**config.mk**
```make
export PLATFORM = sky130hd
export DESIGN_NAME = rs232_ser_flat
export DESIGN_NICKNAME = d
export VERILOG_FILES = /design/src/rtl/rs232_pkg.sv /design/src/rtl/rs232_ser_if.sv /design/src/rtl/rs232_ser_sync2.sv /design/src/rtl/rs232_ser.sv /design/src/flat_wrapper.sv
export SDC_FILE = /design/constraint.sdc
export NUM_CORES = 1
export LEC_CHECK = 0
export CAP_MARGIN = 20
export CORE_UTILIZATION = 52
export CTS_BUF_LIST = sky130_fd_sc_hd__clkbuf_4 sky130_fd_sc_hd__clkbuf_8
export CTS_CLUSTER_SIZE = 25
export DETAILED_ROUTE_END_ITERATION = 8
export GPL_ROUTABILITY_DRIVEN = 0
export PLACE_DENSITY = 0.83
export SYNTH_ARGS = -nofsm -noshare
export SYNTH_HDL_FRONTEND = slang
export SYNTH_HIERARCHICAL = 1
export SYNTH_SLANG_ARGS = --single-unit
```
**constraint.sdc**
```tcl
create_clock -name clk -period 1.7 [get_ports clk]
set_input_delay 0.255 -clock clk [delete_from_list [all_inputs] [get_ports clk]]
set_output_delay 0.255 -clock clk [all_outputs]
set_load 0.05 [all_outputs]
```
**src/rtl/rs232_pkg.sv**
```systemverilog
// Shared RS232 definitions: FSM encoding and baud divider helpers.
// The divider helpers are also used by the RX deserializer.
package rs232_pkg;

  // Serializer FSM encoding
  typedef enum logic [2:0] {
    S_IDLE  = 3'd0,
    S_FETCH = 3'd1,
    S_LOAD  = 3'd2,
    S_START = 3'd3,
    S_DATA  = 3'd4,
    S_STOP  = 3'd5
  } state_t;

  // Clocks per bit, rounded to nearest
  function automatic int div_round(input int clk_hz, input int baud);
    return (clk_hz + baud / 2) / baud;
  endfunction

  // Width of a counter spanning 0..div-1
  function automatic int div_cnt_w(input int div);
    return (div <= 2) ? 1 : $clog2(div);
  endfunction

endpackage

```
**src/rtl/rs232_ser_if.sv**
```systemverilog
// TX FIFO read port, CTS# input and serial line of the RS232 serializer.
interface rs232_ser_if;
  logic [7:0] tx_fifo_data;
  logic       tx_fifo_empty;
  logic       tx_fifo_rd_en;
  logic       cts_n;
  logic       tx;
  logic       busy;

  // master: the serializer
  modport master (
    input  tx_fifo_data, tx_fifo_empty, cts_n,
    output tx_fifo_rd_en, tx, busy
  );

  // slave: FIFO / host side
  modport slave (
    output tx_fifo_data, tx_fifo_empty, cts_n,
    input  tx_fifo_rd_en, tx, busy
  );
endinterface

```
**src/rtl/rs232_ser_sync2.sv**
```systemverilog
// Two-flop synchronizer with configurable reset value.
module rs232_ser_sync2 #(
  parameter logic P_RST_VAL = 1'b1
) (
  input  logic clk,
  input  logic rst_n,
  input  logic i_d,
  output logic o_q
);

  logic r_s1;
  logic r_s2;

  // Double-register the asynchronous input
  always_ff @(posedge clk or negedge rst_n) begin
    if (!rst_n) begin
      r_s1 <= P_RST_VAL;
      r_s2 <= P_RST_VAL;
    end else begin
      r_s1 <= i_d;
      r_s2 <= r_s1;
    end
  end

  assign o_q = r_s2;

endmodule

```
**src/rtl/rs232_ser.sv**
```systemverilog
// RS232 8N1 transmit serializer fed by a non-show-ahead TX FIFO.
// One byte is popped per frame; CTS# is only honoured between frames.
module rs232_ser
  import rs232_pkg::*;
#(
  parameter int P_CLK_FREQ_HZ = 50000000,
  parameter int P_BAUD_RATE   = 115200
) (
  input logic         clk,
  input logic         rst_n,
  rs232_ser_if.master bus
);

  // Derived from the clock and baud parameters only
  localparam int              P_DIV  = div_round(P_CLK_FREQ_HZ, P_BAUD_RATE);
  localparam int              CW     = div_cnt_w(P_DIV);
  localparam logic [CW-1:0]   C_LAST = CW'(P_DIV - 1);

  state_t        r_state;
  state_t        w_state_nxt;
  logic [CW-1:0] r_baud;
  logic [2:0]    r_bit;
  logic [7:0]    r_shift;
  logic [7:0]    w_shift_nxt;
  logic          w_bit_end;
  logic          w_cts_sync;
  logic          w_cts_ok;
  logic          r_tx;
  logic          r_rd_en;
  logic          r_busy;
  logic          w_tx_nxt;
  logic          w_rd_nxt;
  logic          w_busy_nxt;

  rs232_ser_sync2 #(.P_RST_VAL(1'b1)) u_cts_sync (
    .clk   (clk),
    .rst_n (rst_n),
    .i_d   (bus.cts_n),
    .o_q   (w_cts_sync)
  );

  assign w_cts_ok  = ~w_cts_sync;
  assign w_bit_end = (r_baud == C_LAST);

  // State register
  always_ff @(posedge clk or negedge rst_n) begin
    if (!rst_n) r_state <= S_IDLE;
    else        r_state <= w_state_nxt;
  end

  // Next-state: frame sequencing, CTS and empty looked at only in IDLE
  always_comb begin
    w_state_nxt = r_state;
    case (r_state)
      S_IDLE:  if (!bus.tx_fifo_empty && w_cts_ok) w_state_nxt = S_FETCH;
      S_FETCH: w_state_nxt = S_LOAD;
      S_LOAD:  w_state_nxt = S_START;
      S_START: if (w_bit_end) w_state_nxt = S_DATA;
      S_DATA:  if (w_bit_end && r_bit == 3'd7) w_state_nxt = S_STOP;
      S_STOP:  if (w_bit_end) w_state_nxt = S_IDLE;
      default: w_state_nxt = S_IDLE;
    endcase
  end

  // Shift register next value: load in LOAD, shift right at each data bit end
  always_comb begin
    w_shift_nxt = r_shift;
    if (r_state == S_LOAD)                   w_shift_nxt = bus.tx_fifo_data;
    else if (r_state == S_DATA && w_bit_end) w_shift_nxt = {1'b0, r_shift[7:1]};
  end

  // Output decode from the next state so every output leaves a flop
  always_comb begin
    w_rd_nxt   = (w_state_nxt == S_FETCH);
    w_busy_nxt = (w_state_nxt != S_IDLE);
    case (w_state_nxt)
      S_START: w_tx_nxt = 1'b0;
      S_DATA:  w_tx_nxt = w_shift_nxt[0];
      default: w_tx_nxt = 1'b1;
    endcase
  end

  // Registered outputs; reset drives the line back to mark immediately
  always_ff @(posedge clk or negedge rst_n) begin
    if (!rst_n) begin
      r_tx    <= 1'b1;
      r_rd_en <= 1'b0;
      r_busy  <= 1'b0;
    end else begin
      r_tx    <= w_tx_nxt;
      r_rd_en <= w_rd_nxt;
      r_busy  <= w_busy_nxt;
    end
  end

  // Baud counter, bit counter and shift register
  always_ff @(posedge clk or negedge rst_n) begin
    if (!rst_n) begin
      r_baud  <= '0;
      r_bit   <= 3'd0;
      r_shift <= 8'h00;
    end else begin
      r_shift <= w_shift_nxt;
      case (r_state)
        S_LOAD: begin
          r_baud <= '0;
          r_bit  <= 3'd0;
        end
        S_START, S_STOP: r_baud <= w_bit_end ? '0 : r_baud + CW'(1);
        S_DATA: begin
          r_baud <= w_bit_end ? '0 : r_baud + CW'(1);
          if (w_bit_end) r_bit <= r_bit + 3'd1;
        end
        default: r_baud <= '0;
      endcase
    end
  end

  assign bus.tx            = r_tx;
  assign bus.tx_fifo_rd_en = r_rd_en;
  assign bus.busy          = r_busy;

endmodule
```
**src/flat_wrapper.sv**
```systemverilog
// flat-port wrapper written by rule: the top's interface ports become plain ports
module rs232_ser_flat import rs232_pkg::*;
#(
  parameter int P_CLK_FREQ_HZ = 50000000,
  parameter int P_BAUD_RATE   = 115200
)
  (clk, rst_n, bus_tx_fifo_data, bus_tx_fifo_empty, bus_cts_n, bus_tx_fifo_rd_en, bus_tx, bus_busy);
  rs232_ser_if bus_i ();
  input logic clk;
  input logic rst_n;
  input wire logic [$bits(bus_i.tx_fifo_data)-1:0] bus_tx_fifo_data;
  input wire logic [$bits(bus_i.tx_fifo_empty)-1:0] bus_tx_fifo_empty;
  input wire logic [$bits(bus_i.cts_n)-1:0] bus_cts_n;
  output wire logic [$bits(bus_i.tx_fifo_rd_en)-1:0] bus_tx_fifo_rd_en;
  output wire logic [$bits(bus_i.tx)-1:0] bus_tx;
  output wire logic [$bits(bus_i.busy)-1:0] bus_busy;
  assign bus_i.tx_fifo_data = bus_tx_fifo_data;
  assign bus_i.tx_fifo_empty = bus_tx_fifo_empty;
  assign bus_i.cts_n = bus_cts_n;
  assign bus_tx_fifo_rd_en = bus_i.tx_fifo_rd_en;
  assign bus_tx = bus_i.tx;
  assign bus_busy = bus_i.busy;
  rs232_ser #(.P_CLK_FREQ_HZ(P_CLK_FREQ_HZ), .P_BAUD_RATE(P_BAUD_RATE)) u_core (.clk(clk), .rst_n(rst_n), .bus(bus_i));
endmodule
```
==> run summary <==
* finished, violations left — result of the run
* setup timing — violations in the final reports
* 52.9 um — Die X
* sky130_fd_sc_hd__dfrtp_1 — most frequently used cell type in the post-synthesis netlist
* 0.523 — part of the Yosys area used for sequential elements
* -34.6 ps — least setup slack across all paths after layout
* reg -> reg — type of the worst setup path
* 0 — final-report hold violation count
* 1350 um^2 — Cell Area, Synth
* 184 — non-filler cells in the finished layout
* 10.9 um^2 — synthesized area per cell
* yes — RSZ-0062 raised after global routing
* 124 — Mapped Cells
* 0.576 GHz — top achievable clock speed
* 0.226 — Total GRT Usage
* 29 — pin count of the biggest net entering global routing
* 1019 — via count
* 14.7 um — final routed wire length divided by cell count
* 179 — # placed instances
* 37 — Netlist cell types
* sky130_fd_sc_hd__dfrtp_1 46%, sky130_fd_sc_hd__dfstp_2 5.9%, sky130_fd_sc_hd__o21ai_0 4.5% — dominant cells by area after synthesis
* 15 — number of I/O pins
* 1.20 mm — detailed-routing wirelength on met1
* in -> async — path class of the lowest-slack min-delay path
* flip-flop — element type at the critical path end
* 5.54 — Via density
* 0.764 — slew margin rel.
* 353 ps — measured slew at the worst slew-check pin
* 2.70 mm — detailed-route wire length
* 3 — CP max FO
* 14 — # port buffers
* built — CTS tree
* met4 — Highest Signal Layer
* 18 — row cnt
* 0 — number of antenna violations at the first check in global routing
* 25 — Iteration-0 DRC Markers
* 0 — number of synthesized flops with an enable pin
* sky130_fd_sc_hd__dfrtp_1 — most used flip-flop cell after synthesis
* 0.680 — Core Util, Final
* 0.465 — Yosys top cell area share
* 0 — number of diodes added for antenna fixing
* 0.227 — proportion of layout cells with a drive suffix above 1
* 3 — number of buffers added by the clock tree synthesis step
* 0 — DRC violation count after routing
* 1.39 mm — met2 routed wirelength
* 4.42 mm — global-route wire length before repair
* 1990 ps — required time of the worst setup path
* 150 ps — clock transition at the registers of the reported paths
* 6 — warnings from Yosys
* 0 — max-capacitance violation count
* 4 — FF-to-FF path depth
* sky130_fd_sc_hd__dfrtp_1 — biggest area consumer among synthesized cells
* 1.02 — Tcrit/Tclk final
* 1.94 mm — half-perimeter wire length after detailed placement
* 0 — fin. max-slew vios
* 330 ps — Skew-Pair Late Insertion Delay
* 1.00 — Async S/R FF share, synth
* 0.548 — initial core utilization
* 28 — number of clock sinks seen by CTS
* 1730 ps — final critical-path required period
* 52.9 um — Vert. Die Dim
* 25 x sky130_fd_sc_hd__dfrtp_1, 12 x sky130_fd_sc_hd__nor2_1, 12 x sky130_fd_sc_hd__o21ai_0, 10 x sky130_fd_sc_hd__nand2_1, 8 x sky130_fd_sc_hd__inv_1 — most used standard cells in the synthesized netlist
* 4 — length of the first detailed-routing pass in iterations
* 171 — nets@finish
* 1 — number of endpoints failing setup at the final stage
* 1.17 mW — Final Total Pwr
* 24.1% — Syn-to-layout area delta
* 2020 ps — worst path arrival time
* 0 — total grt overflow
* 28 — post-synthesis sequential element count
* 2 — maximum clock path buffer count
* 2800 um^2 — overall die area
* sky130_fd_sc_hd__clkbuf_4 — clock tree root driver cell
* flip-flop — critical path startpoint category
* 0.556 mV — Worst VDD drop
* 12.7 ps — worst clock skew
* 2450 um^2 — floorplan core area
* 0.775 nW — leak pwr
* 140 — syn nets
* 0 — antenna viol nets, final
* 1 — number of H-tree levels
* 73 um — met3 wire length
* 703 nW/um^2 — areal power density over the cells
* 996 — vias in the first global route
-- final timing paths --
path | start | to | slack (ps)
worst max-delay path | u_core/r_state[1] | u_core/bus.tx | -30
worst min-delay path | rst_n | u_core/r_baud[8] | 280
worst max register to register | u_core/r_state[1] | u_core/bus.tx | -30
worst min register to register | u_core/u_cts_sync/r_s1 | u_core/u_cts_sync/o_q | 370
max in group asynchronous | rst_n | u_core/u_cts_sync/r_s1 | 1110
min in group clk | bus_cts_n | u_core/u_cts_sync/r_s1 | 320
-- flip-flops by register name, indices dropped and copies added (netlist names) --
name,cells
u_core/bus.busy,1
u_core/bus.tx,1
u_core/bus.tx_fifo_rd_en,1
u_core/r_baud,9
u_core/r_bit,3
u_core/r_shift,8
u_core/r_state,3
u_core/u_cts_sync/o_q,1
u_core/u_cts_sync/r_s1,1
-- worst max-delay path, cell delays in order (launching register included) --
cell	delay, ps
sky130_fd_sc_hd__dfrtp_1	410
sky130_fd_sc_hd__or3b_4	410
sky130_fd_sc_hd__or3_4	410
sky130_fd_sc_hd__o221a_4	280
sky130_fd_sc_hd__o22a_1	170
-- per-layer routing --
layer / GRT usage / vias to the layer above
met4: 0.0921 / 0
met1: 0.288 / 502
met5: 0 / -
met2: 0.382 / 17
met3: 0.0345 / 4
li1: - / 496
-- cells by family after synthesis --
family / share of synthesized area
compound gates: 0.142
xor+xnor: 0.0455
fa+ha+maj: 0.0372
buf+inv: 0.0362
flops: 0.523
mux: 0.0149
simple gates: 0.201
-- repair_timing --
item,CTS,global route
hold buffers,0,0
pin swaps,0,1
resized for setup,0,4
setup buffers,1,0
setup endpoints to repair,1,8
-- where the power goes --
group	switching, mW	internal (mW)	leakage (nW)
logic	0.0223	0.0293	0.424
clock network	0.197	0.239	0.0279
registers	0.00697	0.680	0.323
total	0.226	0.948	0.775
-- cell usage in the layout, fill, tap and decap left out, types with 2 or more instances in the layout --
master                             n
sky130_fd_sc_hd__dfrtp_1          25
sky130_fd_sc_hd__buf_4            16
sky130_fd_sc_hd__nor2_1           12
sky130_fd_sc_hd__clkdlybuf4s50_1  11
sky130_fd_sc_hd__o21ai_0          11
sky130_fd_sc_hd__nand2_1          10
sky130_fd_sc_hd__inv_1             8
sky130_fd_sc_hd__a22oi_1           5
sky130_fd_sc_hd__xnor2_1           4
sky130_fd_sc_hd__ha_1              4
sky130_fd_sc_hd__clkbuf_4          3
sky130_fd_sc_hd__xor2_1            3
sky130_fd_sc_hd__nand3_1           3
sky130_fd_sc_hd__a21oi_1           3
sky130_fd_sc_hd__dfstp_2           3
sky130_fd_sc_hd__nand2b_1          2
sky130_fd_sc_hd__nand4_1           2
sky130_fd_sc_hd__nor3_1            2
sky130_fd_sc_hd__or2b_2            2
sky130_fd_sc_hd__o21a_1            2
sky130_fd_sc_hd__mux2i_1           2
-- cell type report --
type                    instances  area [um^2]
clock inverters                 1         30.0
repair buffers                 28          241
fillers                       185          785
inverters                       8         30.0
well taps                      30         37.5
clock buffers                   3         22.5
multi-input cells              86          604
flip-flops and latches         28          704
-- through the flow --
step	worst slack (ps)	setup TNS, ps	area (um^2)	hold WS (ps)
2_1_floorplan	-28.4	-28.4	1350	-40.6
3_3_place_gp	79.9	0	1600	347
3_5_place_dp	-26.9	-26.9	1600	348
4_1_cts	-9.66	-9.66	1660	276
5_1_grt	-51.8	-51.8	1670	303
6_report	-34.6	-34.6	1670	281
No activity file was read; power rests on OpenSTA's default activity.
